<file path="src/rtl/divider.sv">
// Sequential restoring divider: one quotient bit per clock, MSB first, with a
// start/busy/valid handshake and a divide-by-zero shortcut straight to DONE.
`timescale 1ns/1ps

module divider #(
  parameter int N_W = 8,
  parameter int D_W = 4
) (
  input  logic           clk_i,
  input  logic           rst_i,
  input  logic           start_i,
  input  logic [N_W-1:0] n_i,
  input  logic [D_W-1:0] d_i,
  output logic           busy_o,
  output logic           valid_o,
  output logic           dbz_o,
  output logic [N_W-1:0] quotient_o,
  output logic [D_W-1:0] remainder_o
);

  localparam int CNT_W = $clog2(N_W + 1);
  localparam logic [CNT_W-1:0] LAST_CNT = CNT_W'(N_W - 1);

  typedef enum logic [1:0] {
    S_IDLE = 2'd0,
    S_CALC = 2'd1,
    S_DONE = 2'd2
  } state_e;

  state_e           state_q;
  logic [N_W-1:0]   n_sh_q;
  logic [D_W-1:0]   d_q;
  logic [D_W-1:0]   r_q;
  logic [N_W-1:0]   q_q;
  logic [CNT_W-1:0] cnt_q;
  logic             dbz_q;

  logic [D_W:0]     t_d;
  logic             qbit_d;
  logic [D_W-1:0]   r_d;

  // The partial remainder stays below the divisor, so its top bit is always 0
  // and is not stored; the trial value t is still formed D_W+1 bits wide.
  always_comb begin
    t_d    = {r_q, n_sh_q[N_W-1]};
    qbit_d = (t_d >= {1'b0, d_q});
    r_d    = t_d[D_W-1:0] - (qbit_d ? d_q : '0);
  end

  always_ff @(posedge clk_i or posedge rst_i) begin
    if (rst_i) begin
      state_q <= S_IDLE;
      n_sh_q  <= '0;
      d_q     <= '0;
      r_q     <= '0;
      q_q     <= '0;
      cnt_q   <= '0;
      dbz_q   <= 1'b0;
    end else begin
      case (state_q)
        S_IDLE, S_DONE: begin
          if (start_i) begin
            n_sh_q  <= n_i;
            d_q     <= d_i;
            r_q     <= '0;
            cnt_q   <= '0;
            dbz_q   <= (d_i == '0);
            q_q     <= (d_i == '0) ? '1 : '0;
            state_q <= (d_i == '0) ? S_DONE : S_CALC;
          end
        end
        S_CALC: begin
          r_q    <= r_d;
          n_sh_q <= n_sh_q << 1;
          q_q    <= {q_q[N_W-2:0], qbit_d};
          cnt_q  <= cnt_q + 1'b1;
          if (cnt_q == LAST_CNT) begin
            state_q <= S_DONE;
          end
        end
        default: state_q <= S_IDLE;
      endcase
    end
  end

  always_comb begin
    busy_o      = (state_q == S_CALC);
    valid_o     = (state_q == S_DONE);
    dbz_o       = 1'b0;
    quotient_o  = '0;
    remainder_o = '0;
    if (state_q == S_DONE) begin
      dbz_o       = dbz_q;
      quotient_o  = q_q;
      remainder_o = r_q;
    end
  end

endmodule

</file>
<file path="config.mk">
export PLATFORM = sky130hd
export DESIGN_NAME = divider
export DESIGN_NICKNAME = d
export VERILOG_FILES = /design/src/rtl/divider.sv
export SDC_FILE = /design/constraint.sdc
export NUM_CORES = 1
export LEC_CHECK = 0
export CAP_MARGIN = 20
export CORE_AREA = 2 2 66 68
export CTS_CLUSTER_SIZE = 16
export DETAILED_ROUTE_END_ITERATION = 16
export DIE_AREA = 0 0 68 70
export GPL_ROUTABILITY_DRIVEN = 1
export PLACE_DENSITY = 0.68
export SYNTH_ARGS = -nofsm -noshare
export SYNTH_HDL_FRONTEND = slang
export SYNTH_SLANG_ARGS = --single-unit
</file>
<file path="constraint.sdc">
create_clock -name clk_i -period 5.5 [get_ports clk_i]
set_input_delay 1.65 -clock clk_i [delete_from_list [all_inputs] [get_ports clk_i]]
set_output_delay 1.65 -clock clk_i [all_outputs]
set_load 0.005 [all_outputs]
</file>
==> impl_metrics.yaml, run 1 <==
logic_synthesis:
  synth_fa_ha_area_share_pct: 7.57
  postSynthCellCount: 173
  synthMuxAreaShare_pct: 0.631
  yosys_warnings: 0
  synthXorXnorAreaFrac_pct: 0.552
  synth.avg_cell_area_um2: 9.17
  synth_area_um2: 1590
  synth_seq_area_share_pct: 48.9
  synth-compound-area-share_pct: 16.6
  ys_ff_latch: 31
  synth_top_family_by_area: "simple AND/OR/NAND/NOR gates"
  yosys.area_share.simple_pct: 21.9
  syn_nets: 197
  yosysUniqueCellTypes: 35
finish:
  seq_area_um2: 776
  multi_input_area_um2: 751
  fin_nets: 227
  fin_util_pct: 49.3
  drive_above_1_share_pct: 5.39
  fill_cells: 405
  mostFrequentLayoutCells: "nand2_1, dfrtp_1, clkdlybuf4s50_1"
  area_growth_pct: 28.9
  antenna_cells: 0
setup_path:
  crit_chain: "nor2b_1 > and2_1 > clkdlybuf4s50_1"
  worstRegToRegCells: 10
  critPathCaptureType: "output pin"
  cp_max_fo: 14
  endpoint: "remainder_o[3]"
  worst-path-buf-inv: 1
  critPathRequiredTime_ns: 3.85
  rr_endpoint: "r_q[3]"
  slowest_delay_ns: 0.53
  slowest_stage: "nor2b_1"
  crit_family: "simple AND/OR/NAND/NOR gates"
  startpoint_type: "flip-flop"
  r2r_setup_slack_ns: 2.42
  path_class: "flip-flop to output pin"
  cp.depth: 3
  arrival_ns: 1.94
  worstReg2RegStart: "r_q[1]"
  critPathLaunch: "state_q[0]"
detailed_routing:
  ant_nets: 0
  first_iter_violations: 113
  met3_length_um: 185
  wl_met2_um: 1400
  drt-met1-wl_um: 1460
  dr.max_layer_used: "met4"
  dr_total_vias: 1298
  first_pass_iters: 4
  wl_um: 3110
  post_drt_wl_per_cell_um: 12.1
  drc: 0
  via_per_inst: 5.07
clock_network:
  cts_sinks: 31
  cts_max_level: 2
  ctsResizeCount: 0
  clk_latency_ns: 0.28
  cts_hold_buffers: 0
  postCtsSetupBuffers: 0
  cts_tree: "built"
  root_buffer: "clkbuf_8"
  cts_buffer_depth: 2
  clk_pin_slew_worst_paths_ns: 0.06
  cts_buffers: 5
global_route:
  grt-ovfl-total: 0
  track_usage_pct: 15.5
  grt_pass1_wl_um: 5560
  grt_pass1_vias: 1195
  antenna_found_initial: 0
  grt_max_degree: 32
timing:
  relSlewSlack_pct: 41.4
  fin_tns_setup_ns: 0
  fin_crit_ns: 3.59
  setup_viol: 0
  fin_skew_ns: 0.00375
  worstMarginPinSlew_ns: 0.877
  slew_viol_final: 0
  final.period_utilization_pct: 65.2
  rsz0062_at_grt: "no"
  finalHoldViolations: 0
  max_freq_ghz: 0.279
place:
  globalplace.congestion: 0.788
  dpl.hpwl_um: 2180
  io_buffer_count: 29
hold_path:
  hold_start: "dbz_q"
  hold_class: "flip-flop to flip-flop"
pwr:
  peakVddDrop_v: 0.000274
  power.density_nw_per_um2: 570
  p_leak_nw: 0.916
floorplanning:
  die_y_um: 70
  start_util_pct: 38.3
  die_area_um2: 4760
  num_io_pins: 30
  core-area_um2: 4140
  die_x_um: 68
  num_rows: 24
flow_run:
  drv_cap: 0
outcome:
  outcome: "finished clean"
==> per-stage QoR <==
step / hold slack [ns] / cells / total power (W) / area [um2] / setup WS [ns]
finish: 0.474 / 256 / 0.00117 / 2040 / 1.91
CTS: 0.475 / 256 / 0.00118 / 2040 / 1.86
global placement: 0.458 / 248 / 0.000936 / 1930 / 1.81
detailed placement: 0.461 / 248 / 0.000944 / 1930 / 1.72
floorplan: 0.439 / 173 / 0.000816 / 1590 / 2.62
global route: 0.488 / 256 / 0.00129 / 2040 / 1.74
==> metal layers <==
layer | global-route usage, % | up-vias
li1 | - | 660
met1 | 22.0 | 599
met2 | 21.8 | 34
met3 | 4.51 | 5
met4 | 6.67 | 0
met5 | 0 | -
==> how the worst min path moves through the flow <==
stage,endpoint,slack [ns],cells after the start
final,dbz_q,0.47,2
after global routing,cnt_q[3],0.49,1
after CTS,cnt_q[3],0.47,1
after detailed placement,dbz_q,0.46,2
after global placement,dbz_q,0.46,2
after floorplan,dbz_q,0.44,2
==> cells by family (layout without fill, tap and decap cells) <==
kind of cell,count (synthesis),count (layout)
fa+ha+maj,9,9
compound gates,40,40
buf+inv,16,47
flops,31,31
simple gates,75,75
mux,1,1
xor+xnor,1,1
==> flip-flops by register name, indices dropped and copies added, names as in the netlist <==
register and flops:
r_q 4, q_q 8, d_q 4, dbz_q 1, state_q 2, cnt_q 4
n_sh_q 8
==> report_power, final <==
group          leakage [nW]  internal, W  total (W)  switching [W]
logic                 0.484     0.000243   0.000521       0.000278
clock network        0.0612     0.000146   0.000231      0.0000842
registers             0.370     0.000339   0.000414      0.0000750
==> cells in the mapped netlist <==
cell type,instances,area (um2)
dfrtp_1,31,776
nand2_1,31,116
nor2_1,18,67.6
and2_1,13,81.3
a31oi_1,9,56.3
clkbuf_1,8,30.0
ha_1,8,100
inv_1,7,26.3
o21ai_1,6,30.0
o21ai_0,5,25.0
o22ai_1,5,31.3
a22o_1,3,26.3
nor2b_1,3,18.8
a21oi_1,2,10.0
a22oi_1,2,15.0
nand2b_1,2,12.5
nor4_1,2,12.5
a2111o_1,1,11.3
a211o_1,1,8.76
a211oi_1,1,7.51
a21o_1,1,7.51
a32o_1,1,10.0
and3_1,1,6.26
and3b_1,1,8.76
fa_1,1,20.0
inv_2,1,3.75
mux2i_1,1,10.0
nand3_1,1,5.00
nand4_1,1,6.26
o21a_1,1,7.51
o2bb2ai_1,1,8.76
o311ai_0,1,8.76
or2_1,1,6.26
or3_1,1,6.26
xnor2_1,1,8.76
==> worst reg2reg max path, delay by kind of cell, from the launching register on <==
family,cells,cell delay [ns]
AOI/OAI and AO/OA,3,1.04
and+or+nand+nor,5,1.01
adders and majority gates,2,0.52
DFF,1,0.42
==> cell type report <==
type                            instances  area share (%)
Clock buffer                            6            4.04
Clock inverter                          2            1.71
Inverter                                8            1.47
Multi-Input combinational cell        126            36.7
Sequential cell                        31            37.9
Tap cell                               52            3.18
Timing Repair Buffer                   31            14.9
(Power assumes the default switching activity.)
==> run 2: changes to the inputs <==
Settings changed: PLACE_DENSITY 0.68 to 0.71.
Clock period 5.5 ns to 3.1 ns, I/O delays scaled along.
==> impl_metrics.yaml, run 2 (synthesis results as in run 1) <==
setup_path:
  critPathRequiredTime_ns: 3.27
  r2r_setup_slack_ns: 0.10
  worstReg2RegStart: "d_q[2]"
  cp_max_fo: 3
  arrival_ns: 3.17
  critPathCaptureType: "flip-flop"
  crit_chain: "inv_1 > ha_1 > or2_1 > a211oi_2 > nor2_1 > nand2_1 > ha_1 > and3b_1 > or3_1 > a2111o_1 > a32o_1"
  slowest_stage: "a2111o_1"
  slowest_delay_ns: 0.41
  worst-path-buf-inv: 1
  startpoint_type: "flip-flop"
  crit_family: "simple AND/OR/NAND/NOR gates"
  worstRegToRegCells: 11
  cpMostUsedCell: "ha_1"
  rr_endpoint: "r_q[3]"
  path_class: "flip-flop to flip-flop"
pwr:
  p_leak_nw: 0.938
  p_total_w: 0.00208
  power.density_nw_per_um2: 1000
  peakVddDrop_v: 0.000367
timing:
  fin_skew_ns: 0.00454
  hold_ws_ns: 0.472
  finalHoldViolations: 0
  final.period_utilization_pct: 96.7
  worstMarginPinSlew_ns: 0.487
  setup_viol: 0
  setup_slack_ns: 0.102
  max_freq_ghz: 0.334
  fin_tns_setup_ns: 0
  rsz0062_at_grt: "no"
  slew_viol_final: 0
  relSlewSlack_pct: 67.4
  fin_crit_ns: 3.00
hold_path:
  holdPathEnd: "dbz_q"
  hold_class: "flip-flop to flip-flop"
  whs_path_depth: 2
  hold_start: "dbz_q"
clock_network:
  cts_hold_buffers: 0
  cts_sinks: 31
  clk_pin_slew_worst_paths_ns: 0.06
  clk_latency_ns: 0.28
  cts_buffers: 5
  cts_max_level: 2
  ctsResizeCount: 0
  postCtsSetupBuffers: 0
  cts_buffer_depth: 2
  root_buffer: "clkbuf_8"
  cts_tree: "built"
global_route:
  grt-ovfl-total: 0
  antenna_found_initial: 0
  grt_pass1_vias: 1253
  grt_pass1_wl_um: 5540
  grt_max_degree: 32
  track_usage_pct: 15.4
detailed_routing:
  first_pass_iters: 4
  ant_nets: 0
  first_iter_violations: 42
  post_drt_wl_per_cell_um: 12.4
  drc: 0
  dr_total_vias: 1316
  wl_um: 3260
  via_per_inst: 5.02
place:
  io_buffer_count: 29
  dp_slack_ns: 0.0256
  place_area_um2: 1970
  globalplace.congestion: 0.828
  dpl.hpwl_um: 2370
finish:
  final_area_um2: 2080
  antenna_cells: 0
  area_growth_pct: 31.3
  fin_nets: 233
  mostFrequentLayoutCells: "nand2_1, dfrtp_1, clkdlybuf4s50_1"
  reg.largest.list: "n_sh_q x8, q_q x8"
  drive_above_1_share_pct: 8.57
floorplanning:
  num_io_pins: 30
  die_x_um: 68
  die_area_um2: 4760
  core-area_um2: 4140
  die_y_um: 70
  start_util_pct: 38.3
  num_rows: 24
outcome:
  outcome: "finished clean"
flow_run:
  drv_cap: 0
-- run 2: per-stage QoR --
step	std cells	util, %
floorplan	173	-
global placement	254	47.6
detailed placement	254	47.6
CTS	262	50.0
global route	262	50.3
finish	262	50.3
-- run 2: worst max path at each step --
| stage | slack [ns] | depth (start not counted) | endpoint | startpoint |
|---|---|---|---|---|
| floorplan | 0.22 | 10 | r_q[3] | r_q[1] |
| global placement | 0.11 | 10 | r_q[3] | r_q[1] |
| detailed placement | 0.03 | 10 | r_q[3] | r_q[1] |
| CTS | 0.001 | 11 | r_q[3] | d_q[2] |
| global route | 0.009 | 11 | r_q[3] | d_q[2] |
| finish | 0.10 | 11 | r_q[3] | d_q[2] |
-- run 2: per-layer routing --
layer / wire length, um / GRT usage [%] / vias to the layer above
met5: 0 / 0 / -
met4: 39 / 5.33 / 0
met2: 1590 / 23.7 / 30
met1: 1490 / 20.0 / 613
met3: 146 / 5.31 / 5
li1: - / - / 668
-- run 2: worst min-delay path, delay by kind of cell, from the launching register on --
kind          cells  cell delay (ns)
flops             1             0.33
simple gates      2             0.11
-- run 2: area by class of cell --
cell class                      instances  area (um2)
Inverter                                8        30.0
Sequential cell                        31         776
Clock buffer                            8         100
Timing Repair Buffer                   37         350
Multi-Input combinational cell        126         762
Tap cell                               52        65.1
Fill cell                             420        2060
-- run 2: power by group --
group	switching (W)	internal, W	total, W
clock network	0.000142	0.000202	0.000345
logic	0.000528	0.000471	0.000999
registers	0.000138	0.000601	0.000740
